[src/rtl/rsa_pkg.sv]
// Shared definitions for the RSA key-setup blocks: controller state encoding,
// default widths and a small id-to-one-hot helper.
package rsa_pkg;

   localparam int DEF_W              = 32;
   localparam int DEF_TIMEOUT_CYCLES = 4096;

   typedef enum logic [1:0] {
      S_IDLE  = 2'd0,
      S_ISSUE = 2'd1,
      S_WAIT  = 2'd2,
      S_RESP  = 2'd3
   } state_t;

   // Converts a requester id into its one-hot response-valid pattern.
   function automatic logic [1:0] id_onehot(input logic id);
      return id ? 2'b10 : 2'b01;
   endfunction

endpackage

[src/rtl/modinv_arbiter_rr_arb2.sv]
// Two-input round-robin picker. The channel named by the priority pointer
// wins when valid, otherwise the other channel wins when valid. The grant is
// one-hot (or zero when nothing is requested). The pointer itself is owned by
// the caller.
module rr_arb2 (
   input  logic [1:0] i_valid,
   input  logic       i_ptr,
   output logic [1:0] o_grant
);

   logic w_other;

   assign w_other = ~i_ptr;

   // Priority channel first, then the other one.
   always_comb begin
      o_grant = 2'b00;
      if (i_valid[i_ptr]) begin
         o_grant[i_ptr] = 1'b1;
      end else if (i_valid[w_other]) begin
         o_grant[w_other] = 1'b1;
      end
   end

endmodule

[src/rtl/modinv_arbiter.sv]
// Shares one modular-inverse unit between two requesters. Accepts a request
// round-robin, latches (a, m, id), pulses inv_start, waits for inv_done and
// returns the result on the granted channel's valid/ready response.
// Moduli below 2 are rejected without starting the unit.
// Optional build macro MODINV_TIMEOUT_EN adds a WAIT watchdog with a sticky
// inv_fault; without it WAIT is unbounded and inv_fault is tied low.
module modinv_arbiter
   import rsa_pkg::*;
#(
   parameter int W              = DEF_W,
   parameter int TIMEOUT_CYCLES = DEF_TIMEOUT_CYCLES
) (
   input  logic         clk,
   input  logic         rst_n,

   input  logic         req0_valid,
   output logic         req0_ready,
   input  logic [W-1:0] req0_a,
   input  logic [W-1:0] req0_m,
   output logic         rsp0_valid,
   input  logic         rsp0_ready,
   output logic [W-1:0] rsp0_result,
   output logic         rsp0_err,

   input  logic         req1_valid,
   output logic         req1_ready,
   input  logic [W-1:0] req1_a,
   input  logic [W-1:0] req1_m,
   output logic         rsp1_valid,
   input  logic         rsp1_ready,
   output logic [W-1:0] rsp1_result,
   output logic         rsp1_err,

   output logic         inv_start,
   output logic [W-1:0] inv_a,
   output logic [W-1:0] inv_m,
   input  logic         inv_done,
   input  logic [W-1:0] inv_result,

   output logic         busy,
   output logic         inv_fault
);

   state_t       r_state;
   logic         r_ptr;
   logic         r_id;
   logic [W-1:0] r_a;
   logic [W-1:0] r_m;
   logic [W-1:0] r_result;
   logic         r_err;
   logic         r_start;
   logic [1:0]   r_rsp_vld;

   logic [1:0]   w_valid;
   logic [1:0]   w_grant;
   logic         w_idle;
   logic         w_accept;
   logic         w_gnt_id;
   logic [W-1:0] w_sel_a;
   logic [W-1:0] w_sel_m;
   logic         w_fault;
   logic         w_reject;
   logic         w_rsp_ready;

`ifdef MODINV_TIMEOUT_EN
   localparam int CNT_W = $clog2(TIMEOUT_CYCLES + 1);
   logic [CNT_W-1:0] r_cnt;
   logic             r_fault;

   assign w_fault   = r_fault;
   assign inv_fault = r_fault;
`else
   logic w_unused_timeout;

   assign w_unused_timeout = ^TIMEOUT_CYCLES;
   assign w_fault          = 1'b0;
   assign inv_fault        = 1'b0;
`endif

   rr_arb2 u_arb (
      .i_valid (w_valid),
      .i_ptr   (r_ptr),
      .o_grant (w_grant)
   );

   assign w_valid     = {req1_valid, req0_valid};
   assign w_idle      = (r_state == S_IDLE);
   assign w_accept    = w_idle & (|w_grant);
   assign w_gnt_id    = w_grant[1];
   assign w_sel_a     = w_grant[1] ? req1_a : req0_a;
   assign w_sel_m     = w_grant[1] ? req1_m : req0_m;
   // m < 2 means every bit above bit 0 is clear.
   assign w_reject    = (w_sel_m[W-1:1] == '0) | w_fault;
   assign w_rsp_ready = r_id ? rsp1_ready : rsp0_ready;

   assign req0_ready  = w_idle & w_grant[0];
   assign req1_ready  = w_idle & w_grant[1];

   assign inv_start   = r_start;
   assign inv_a       = r_a;
   assign inv_m       = r_m;
   assign busy        = ~w_idle;

   assign rsp0_valid  = r_rsp_vld[0];
   assign rsp0_result = r_rsp_vld[0] ? r_result : '0;
   assign rsp0_err    = r_rsp_vld[0] & r_err;
   assign rsp1_valid  = r_rsp_vld[1];
   assign rsp1_result = r_rsp_vld[1] ? r_result : '0;
   assign rsp1_err    = r_rsp_vld[1] & r_err;

   // Control FSM: accept, issue one start pulse, wait for done, hold response.
   always_ff @(posedge clk or negedge rst_n) begin
      if (!rst_n) begin
         r_state   <= S_IDLE;
         r_ptr     <= 1'b0;
         r_id      <= 1'b0;
         r_a       <= '0;
         r_m       <= '0;
         r_result  <= '0;
         r_err     <= 1'b0;
         r_start   <= 1'b0;
         r_rsp_vld <= 2'b00;
`ifdef MODINV_TIMEOUT_EN
         r_cnt     <= '0;
         r_fault   <= 1'b0;
`endif
      end else begin
         r_start <= 1'b0;
         case (r_state)
            S_IDLE: begin
               if (w_accept) begin
                  r_a  <= w_sel_a;
                  r_m  <= w_sel_m;
                  r_id <= w_gnt_id;
                  if (w_reject) begin
                     r_result  <= '0;
                     r_err     <= 1'b1;
                     r_rsp_vld <= id_onehot(w_gnt_id);
                     r_state   <= S_RESP;
                  end else begin
                     r_start <= 1'b1;
                     r_state <= S_ISSUE;
                  end
               end
            end
            S_ISSUE: begin
               // A done coincident with start cannot be ours; only WAIT listens.
`ifdef MODINV_TIMEOUT_EN
               r_cnt   <= '0;
`endif
               r_state <= S_WAIT;
            end
            S_WAIT: begin
               if (inv_done) begin
                  r_result  <= inv_result;
                  r_err     <= 1'b0;
                  r_rsp_vld <= id_onehot(r_id);
                  r_state   <= S_RESP;
               end
`ifdef MODINV_TIMEOUT_EN
               else if (r_cnt == CNT_W'(TIMEOUT_CYCLES - 1)) begin
                  r_result  <= '0;
                  r_err     <= 1'b1;
                  r_fault   <= 1'b1;
                  r_rsp_vld <= id_onehot(r_id);
                  r_state   <= S_RESP;
               end else begin
                  r_cnt <= r_cnt + CNT_W'(1);
               end
`endif
            end
            S_RESP: begin
               if (w_rsp_ready) begin
                  r_rsp_vld <= 2'b00;
                  r_ptr     <= ~r_id;
                  r_state   <= S_IDLE;
               end
            end
            default: r_state <= S_IDLE;
         endcase
      end
   end

endmodule

[config.mk]
export PLATFORM = sky130hd
export DESIGN_NAME = modinv_arbiter
export DESIGN_NICKNAME = d
export VERILOG_FILES = /design/src/rtl/rsa_pkg.sv /design/src/rtl/modinv_arbiter_rr_arb2.sv /design/src/rtl/modinv_arbiter.sv
export SDC_FILE = /design/constraint.sdc
export NUM_CORES = 1
export LEC_CHECK = 0
export CAP_MARGIN = 10
export CORE_MARGIN = 10
export CORE_UTILIZATION = 41
export CTS_BUF_LIST = sky130_fd_sc_hd__clkbuf_16
export DETAILED_ROUTE_END_ITERATION = 16
export GPL_ROUTABILITY_DRIVEN = 0
export PLACE_DENSITY = 0.85
export SYNTH_ARGS = -nofsm -noshare
export SYNTH_HDL_FRONTEND = slang
export SYNTH_SLANG_ARGS = --single-unit
[constraint.sdc]
create_clock -name clk -period 5.6 [get_ports clk]
set_clock_uncertainty 0.15 [all_clocks]
set_input_delay 1.12 -clock clk [delete_from_list [all_inputs] [get_ports clk]]
set_output_delay 1.12 -clock clk [all_outputs]
set_load 0.005 [all_outputs]
==> impl_metrics.toml <==
[status]
status = "completed"

[drt]
drtAntennaViolNets = 0
finalWirelength_um = 19190
wl_met3_um = 1888
avgViaCountPerCell = 5.148
dr.pass1.iters = 4
drtIter0Drc = 229
num_vias = 4963
wl_met1_um = 7083
drc = 0
route.met2.wl_um = 9845
top_layer = "met4"
wl_per_cell_um = 19.90

[worst_setup_path]
slowest_delay_ns = 0.54
path_max_fanout = 4
path_buf_inv = 2
endpoint_kind = "output pin"
critPathTopFamily = "buffers and inverters"
critical_path_class = "in2out"
crit_slowest_cell = "clkdlybuf4s50_1"
required_ns = 4.33
ff2ff_path_depth = 8
cp_data_arrival_time_ns = 2.61
worst-path-stages = 5
crit_path_start_kind = "primary input"
cpMostUsedCell = "clkdlybuf4s50_1"
cp_cell_sequence = "clkdlybuf4s50_1, nand2b_1, nand2_4, nor2_1, clkdlybuf4s50_1"

[synth]
synth_warnings = 0
ys_seq_elements = 104
syn_inst = 508
syn_area_per_cell_um2 = 10.28
syn_area_um2 = 5220
yosysUniqueCellTypes = 37
syn-num-nets = 679
seq_area_frac_synth_pct = 49.86

[finish]
area_growth_pct = 65.44
fin_util_pct = 68.71
diodes = 0
drive_gt1_share_pct = 3.409
fin_nets = 958
fill_cells = 983

[floorplan]
dieArea_um2 = 17650
ios = 304
die_h_um = 132.8
coreArea_um2 = 12570
start_util_pct = 41.53
num_rows = 41
die_width_um = 132.8

[flow_run]
cap_violations = 0

[sta]
setup_viol = 0
fin_crit_ns = 3.875
worst_pin_slew_ns = 1.080
maxSlewViolCount = 0
max_freq_ghz = 0.2581
tns_ns = 0
slew_headroom_pct = 28.01
finalHoldViolCount = 0
finalCritPeriodShare_pct = 69.20
rsz0062_at_grt = "no"

[hold_path]
hold_path_depth = 2
hold_class = "reg2reg"

[global_route]
antenna_found_initial = 0
grt_use_total_pct = 21.05
grt_overflow = 0
grt_pass1_wl_um = 29990
grt_max_degree = 131
first_global_vias = 5300

[clock_tree]
cts_tree = "done"
clk_pin_slew_ns = 0.07
cts_made_buffers = 9
clockRootBuffer = "clkbuf_16"
post_cts_buffers = 0
cts.repair.resized = 0
clk_path_buf_depth = 2
cts.sinks = 104
htree_levels = 3
insertion_delay_ns = 0.34
postCtsHoldBufs = 0

[placement]
dp_hpwl_um = 15540
port_buffers = 302

[power]
p_total_uw = 3953
p_leak_uw = 0.003724
pwr_density_cell_nw_per_um2 = 457.7
peakVddDrop_uv = 224.3
routing by layer:
layer	global-route usage, %	vias up
li1	-	2364
met1	23.23	2345
met2	36.91	231
met3	7.721	23
met4	6.174	0
met5	0	-
tightest hold or removal path, cell delays in order, from the launching register on:
cell and delay (ns):
dfrtp_1 0.34, nand2_1 0.04, o21ai_0 0.06
cell usage in the layout (no fill, tap or decap), types with 3 or more instances in the layout:
| cell type | n |
|---|---|
| a21oi_1 | 5 |
| o21ai_0 | 67 |
| or4_1 | 4 |
| a32o_1 | 32 |
| clkbuf_16 | 9 |
| nand2_1 | 68 |
| nor3_1 | 4 |
| nor4_1 | 6 |
| inv_6 | 3 |
| nand3_1 | 4 |
| and2_1 | 68 |
| buf_4 | 5 |
| nor2_1 | 5 |
| mux2i_1 | 66 |
| clkdlybuf4s50_1 | 301 |
| inv_1 | 5 |
| ha_1 | 4 |
| dfrtp_1 | 104 |
final cells by class:
class / instances / area, um2 / share of cell area (%)
sequential: 104 / 2603 / 30.14
inverter: 6 / 22.52 / 0.2608
timing repair buffer: 307 / 3065 / 35.50
multi-input combinational: 359 / 2429 / 28.12
clock inverter: 7 / 76.32 / 0.8838
tap: 172 / 215.2 / 2.492
clock buffer: 9 / 225.2 / 2.608
registers in the layout (all words and copies together) (netlist names):
register and flops:
r_id 1, inv_a 32, inv_start 1, r_result 32
r_err 1, r_ptr 1, inv_m 32, r_rsp_vld 2
r_state 2
kinds of logic after synthesis:
logic type	count (synthesis)	share of synthesized area, %
other	1	0.07184
adders and majority gates	4	0.9588
and+or+nand+nor	167	16.71
buffers and inverters	45	3.979
DFF	104	49.86
muxes	68	13.09
AOI/OAI and AO/OA	119	15.34
through the flow:
| stage | setup slack (ns) | instances | instance area (um2) | hold slack [ns] |
|---|---|---|---|---|
| finish | 1.725 | 964 | 8636 | 0.3301 |
| detailed placement | 1.550 | 947 | 8319 | 0.3193 |
| CTS | 1.726 | 963 | 8621 | 0.3352 |
| global route | 1.623 | 964 | 8636 | 0.3543 |
| floorplan | 2.273 | 508 | 5220 | 0.3233 |
| global placement | 1.700 | 947 | 8319 | 0.3116 |
synth_stat cells:
cell type,n,share of area (%)
dfrtp_1,104,50
nand2_1,69,5.0
and2_1,68,8.1
o21ai_0,68,6.5
mux2i_1,66,13
a32o_1,32,6.1
clkbuf_1,25,1.8
buf_1,6,0.43
nor4_1,6,0.72
a21oi_1,5,0.48
inv_1,5,0.36
nor2_1,5,0.36
buf_4,4,0.58
ha_1,4,0.96
nand3_1,4,0.38
nor3_1,4,0.38
or4_1,4,0.58
buf_6,3,0.65
a2111oi_0,2,0.34
a22o_1,2,0.34
a41o_1,2,0.38
mux2_1,2,0.43
nand2b_1,2,0.24
o22ai_1,2,0.24
or3_1,2,0.24
a21boi_0,1,0.14
a21boi_1,1,0.14
a31oi_1,1,0.12
and2_4,1,0.17
buf_2,1,0.096
conb_1,1,0.072
inv_2,1,0.072
nand4_4,1,0.41
nor2b_1,1,0.12
o21a_1,1,0.14
o21ai_2,1,0.17
o32a_1,1,0.19
path summary, 6_finish.rpt:
path / from / to / slack [ns]
hold reg to reg: inv_a[28]$_DFFE_PN0P_ / inv_a[28]$_DFFE_PN0P_ / 0.33
setup reg to reg: r_state[0]$_DFFE_PN0P_ / r_rsp_vld[1]$_DFFE_PN0P_ / 2.87
max in group asynchronous: rst_n / inv_m[0]$_DFFE_PN0P_ / 3.49
min in group asynchronous: rst_n / r_result[5]$_DFFE_PN0P_ / 0.62
setup / recovery: req0_valid / req1_ready / 1.72
hold / removal: inv_a[28]$_DFFE_PN0P_ / inv_a[28]$_DFFE_PN0P_ / 0.33
power breakdown:
group          switching (uW)  internal (uW)  total (uW)  leakage, uW
combinational             775           1150        1930      0.00229
clock                     290            353         643     0.000150
sequential                273           1110        1380      0.00129
total                    1340           2620        3950      0.00372
Note: power is estimated with default switching activity, not from simulation.
==> RTL edit 1 (same flow settings) <==
Make the reset (`rst_n`) synchronous in one clocked block.
--- a/src/rtl/modinv_arbiter.sv
+++ b/src/rtl/modinv_arbiter.sv
@@ -110,5 +110,5 @@
 
    // Control FSM: accept, issue one start pulse, wait for done, hold response.
-   always_ff @(posedge clk or negedge rst_n) begin
+   always_ff @(posedge clk) begin
       if (!rst_n) begin
          r_state   <= S_IDLE;
Check against the original RTL: differs if rst_n is asserted again (counterexample within 4 cycles, from zero or initial values and one cycle with rst_n low); with rst_n held inactive, the same outputs for 4 cycles.
==> RTL edit 1 against the original RTL <==
Global-route usage up 2.0 points. Power is 24% lower. Count of clock-buffer cells in the layout unchanged. Routed wire length is 4.2% higher. Sequential cell count unchanged. Synthesized area fell by 7.2%. Worst setup slack gained 0.070 ns. Sequential power shrank 18%. Cell area shrank 5.5%. Highest routed layer unchanged.
==> RTL edit 1: results (changes against the original RTL) <==
metric	value	unit	change
met3 WL	2510	µm	+33%
# fillers	917		-6.7%
met2 usage	0.393		+0.0241
max frequency	263	MHz	+1.8%
Worst Path Max Fanout	6		+2
total track usage	0.230		+0.0199
GR Util met1	0.245		+0.0127
Worst-path clk slew	0.07	ns	about the same
top sig layer	met4		
worst hold path type	flip-flop to flip-flop		
Adder-Cell Fraction of Synth Area	0.0103		+0.000740
met2 wire length	9530	µm	-3.2%
WL per Instance	19.9	µm	+0.17%
Hold Path Depth	1		-1
Slew headroom	0.191		-0.0894
clk_lat worst skew	0.34	ns	about the same
clock root cell	clkbuf_16		
Num CTS Buffers	9		unchanged
post-place setup slack	1.77	ns	+0.218 ns
leak pwr	3.09	nW	-17%
outcome	finished clean		
post-synthesis mux area share	0.00645		-0.124
HPWL after detailed placement	15900	µm	+2.2%
Post-Place Cell Area	7860	µm²	-5.5%
PortBufs	302		unchanged
Pre-antenna DRT Iters	5		+1
DRT iter0 DRCs	325		+42%
layout cells sized above 1	0.0430		+0.00893
top cells by area, synth	dfxtp_1 43%, a311oi_1 12%, nand2_1 11%		
top cells by count, synth	136 x nand2_1, 104 x dfxtp_1, 71 x nor2_1		
crit path to	req0_ready		
xor/xnor share of the synthesized area	0		unchanged
Critical Path Start	req1_valid		
Mapped Cells	587		+16%
Ant. Diodes	0		unchanged
M1 WL	7340	µm	+3.6%
first-pass GRT wire length	30200	µm	+0.85%
worst r2r path cells	7		-1
vias	5452		+9.9%
FFs w/ async S/R, synth	0		-1.00
Synthesized Nets	758		+12%
dpl cells	987		+4.2%
H-tree Lvls	3		unchanged
post-synthesis sequential area ratio	0.430		-0.0689
worst reg2reg endpoint	inv_a[15]		
Arr. time, crit path	2.54	ns	-0.07 ns
post-cts repair resize count	0		unchanged
Global Route met3 Usage	0.110		+0.0333
Post-CTS Repair Setup Buffers	0		unchanged
launch point of the worst reg-to-reg path	r_state[0]		
worst vdd ir	198	µV	-12%
Layout Cells excl Fill	1003		+4.0%
Yosys cell types	38		+2.7%
R2R Setup Slk	2.87	ns	about the same
post-synthesis compound-gate area fraction	0.212		+0.0588
largest net degree at the start of global routing	130		-0.76%
vias in the first global route	5426		+2.4%
-- RTL edit 1: cell types whose count changed in the layout (fill, tap and decap cells not counted), moves of 65 or more --
cell / change
o21ai_0: -65
a311oi_1: +65
nand2_1: +67
dfxtp_1: +104
dfrtp_1: -104
nor2_1: +65
-- RTL edit 1: worst min path at each step --
stage	from	to	slack [ns]
final	r_result[3]	r_result[3]	0.35
after global routing	r_result[13]	r_result[13]	0.36
after CTS	r_result[27]	r_result[27]	0.35
after detailed placement	r_result[27]	r_result[27]	0.33
after global placement	r_result[10]	r_result[10]	0.32
after floorplan	r_result[10]	r_result[10]	0.30
-- RTL edit 1: layout make-up --
| cell class | instances | area (µm²) | share of cell area |
|---|---|---|---|
| Tap cell | 143 | 179 | 0.0219 |
| Multi-Input combinational cell | 426 | 2510 | 0.308 |
| Sequential cell | 104 | 2080 | 0.255 |
| Clock inverter | 7 | 76.3 | 0.00935 |
| Clock buffer | 9 | 225 | 0.0276 |
| Timing Repair Buffer | 307 | 3060 | 0.375 |
| Inverter | 7 | 26.3 | 0.00322 |
-- RTL edit 1: critical path, cell delays in order --
cell             delay, ns
clkdlybuf4s50_1       0.56
a21oi_1               0.28
clkdlybuf4s50_1       0.58
-- RTL edit 1: report_power, final --
part / leakage, nW / internal (W) / switching (W) / total (W)
combinational: 2.09 / 0.000671 / 0.000571 / 0.00124
clock: 0.143 / 0.000351 / 0.000296 / 0.000647
sequential: 0.856 / 0.000969 / 0.000160 / 0.00113
-- RTL edit 1: cell families after synthesis --
family | count (synthesis)
adder cells (fa/ha/maj) | 4
AND/OR/NAND/NOR | 300
buffers and inverters | 57
other | 1
multiplexers | 3
flip-flops | 104
AO/OA/AOI/OAI | 118
==> RTL edit 2 (config.mk and constraints unchanged) <==
Without the edit above. `DEF_W`: 32 -> 48.
--- a/src/rtl/rsa_pkg.sv
+++ b/src/rtl/rsa_pkg.sv
@@ -3,5 +3,5 @@
 package rsa_pkg;
 
-   localparam int DEF_W              = 32;
+   localparam int DEF_W              = 48;
    localparam int DEF_TIMEOUT_CYCLES = 4096;
 
Ports: changed (9 resized); port bits go from 304 to 448. The function was not compared with the original's and may differ.
==> RTL edit 2 against the original RTL <==
Utilization fell by 0.19 points. Routed wire length rose by 81%. Largest cell class unchanged. Cell area rose by 56%. Synthesized area rose by 59%. Sequential cell count rose by 48. First-iteration DRC count rose to 2.6 times the old value. Critical endpoint unchanged. Highest routed layer unchanged. Worst setup slack got worse by 0.21 ns. Power rose by 70%. Die area rose by 49%.
==> RTL edit 2: results (changes against the original RTL) <==
metric	value	unit	change
PortBufs	446		+48%
Nets	1487		+55%
Hold Startpoint	inv_a[11]		
Post-Place Cell Area	12800	µm²	+54%
fin util	0.685		-0.00192
TNS Setup	0	ns	unchanged
clock root cell	clkbuf_16		
post-cts repair resize count	0		unchanged
Hold Path Depth	2		unchanged
top cells by count, synth	152 x dfrtp_1, 103 x nand2_1, 100 x o21ai_0		
total track usage	0.251		+0.0407
leak pwr	5.97	nW	+60%
Post-CTS Repair Setup Buffers	0		unchanged
clk_lat worst skew	0.41	ns	+0.07 ns
Yosys cell types	34		-8.1%
post-synthesis mux area share	0.121		-0.0101
layout cells sized above 1	0.0369		+0.00280
FFs w/ async S/R, synth	1.00		unchanged
R2R Setup Slk	1.80	ns	-1.07 ns
worst r2r path cells	8		unchanged
outcome	finished clean		
vias in the first global route	8479		+60%
vias	8232		+66%
Routed WL	34800	µm	+81%
post-synthesis sequential area ratio	0.458		-0.0401
post-synthesis compound-gate area fraction	0.181		+0.0280
worst reg2reg endpoint	r_result[12]		
initial antenna violation count	1		+1
clk buf depth	2		unchanged
Hold EP	inv_a[11]		
Worst Path Max Fanout	14		+10
Num CTS Buffers	17		+8
worst vdd ir	272	µV	+21%
Worst-Margin Slew	1.08	ns	-0.000574 ns
largest net degree at the start of global routing	195		+49%
Arr. time, crit path	2.81	ns	+0.20 ns
first-pass GRT wire length	51400	µm	+71%
worst hold path type	flip-flop to flip-flop		
H-tree Lvls	4		+1
HPWL after detailed placement	27400	µm	+76%
Synthesized Nets	1087		+60%
hold_ws	0.328	ns	-0.00246 ns
Pre-antenna DRT Iters	7		+3
Adder-Cell Fraction of Synth Area	0.00603		-0.00356
# fillers	1516		+54%
top cells by area, synth	dfrtp_1 46%, mux2i_1 12%, and2_1 7.5%		
DRT iter0 DRCs	585		+160%
==> RTL edit 2: changes by cell type after synthesis, sizes merged, moves of 33 or more <==
cell	change
a22o	+47
a221o	+48
o21ai	+33
nand2	+34
dfrtp	+48
mux2i	+33
and3	+48
==> RTL edit 2: how the worst max path moves through the flow <==
stage	end	depth (start not counted)
2_1_floorplan	req1_ready	5
3_3_place_gp	inv_a[17]	7
3_5_place_dp	inv_a[4]	7
4_1_cts	req1_ready	5
5_1_grt	req0_ready	5
6_report	req1_ready	5
==> RTL edit 2: stage by stage <==
stage	cells	setup slack, ns
after floorplan	836	2.38
after global placement	1480	1.41
after detailed placement	1480	1.29
after CTS	1510	1.50
after global routing	1513	1.36
final	1513	1.52
==> RTL edit 2: metal layers <==
metal  global-route usage  vias to the layer above  share of wire
met5                    0                        -              0
met4               0.0848                        0          0.026
met3               0.0885                       60          0.088
met2                0.438                      378           0.52
met1                0.277                     3952           0.36
li1                     -                     3842              -
==> RTL edit 2: where the power goes <==
part | leakage [nW] | internal (W) | total [W] | switching (W)
combinational | 3.81 | 0.00199 | 0.00353 | 0.00154
sequential | 1.88 | 0.00164 | 0.00205 | 0.000413
clock | 0.278 | 0.000694 | 0.00115 | 0.000459
==> RTL edit 2: layout make-up <==
cell class	count	area share
Antenna cell	1	0.000186
Timing Repair Buffer	456	0.341
Clock buffer	17	0.0316
Inverter	7	0.00195
Sequential cell	152	0.282
Multi-Input combinational cell	602	0.306
Clock inverter	13	0.0117
Tap cell	265	0.0246
==> RTL edit 2: worst max-delay path, stage by stage <==
cell and delay, ns:
clkdlybuf4s50_1 0.55, inv_1 0.11, o21ai_4 0.42, nor2_1 0.09, clkdlybuf4s50_1 0.52
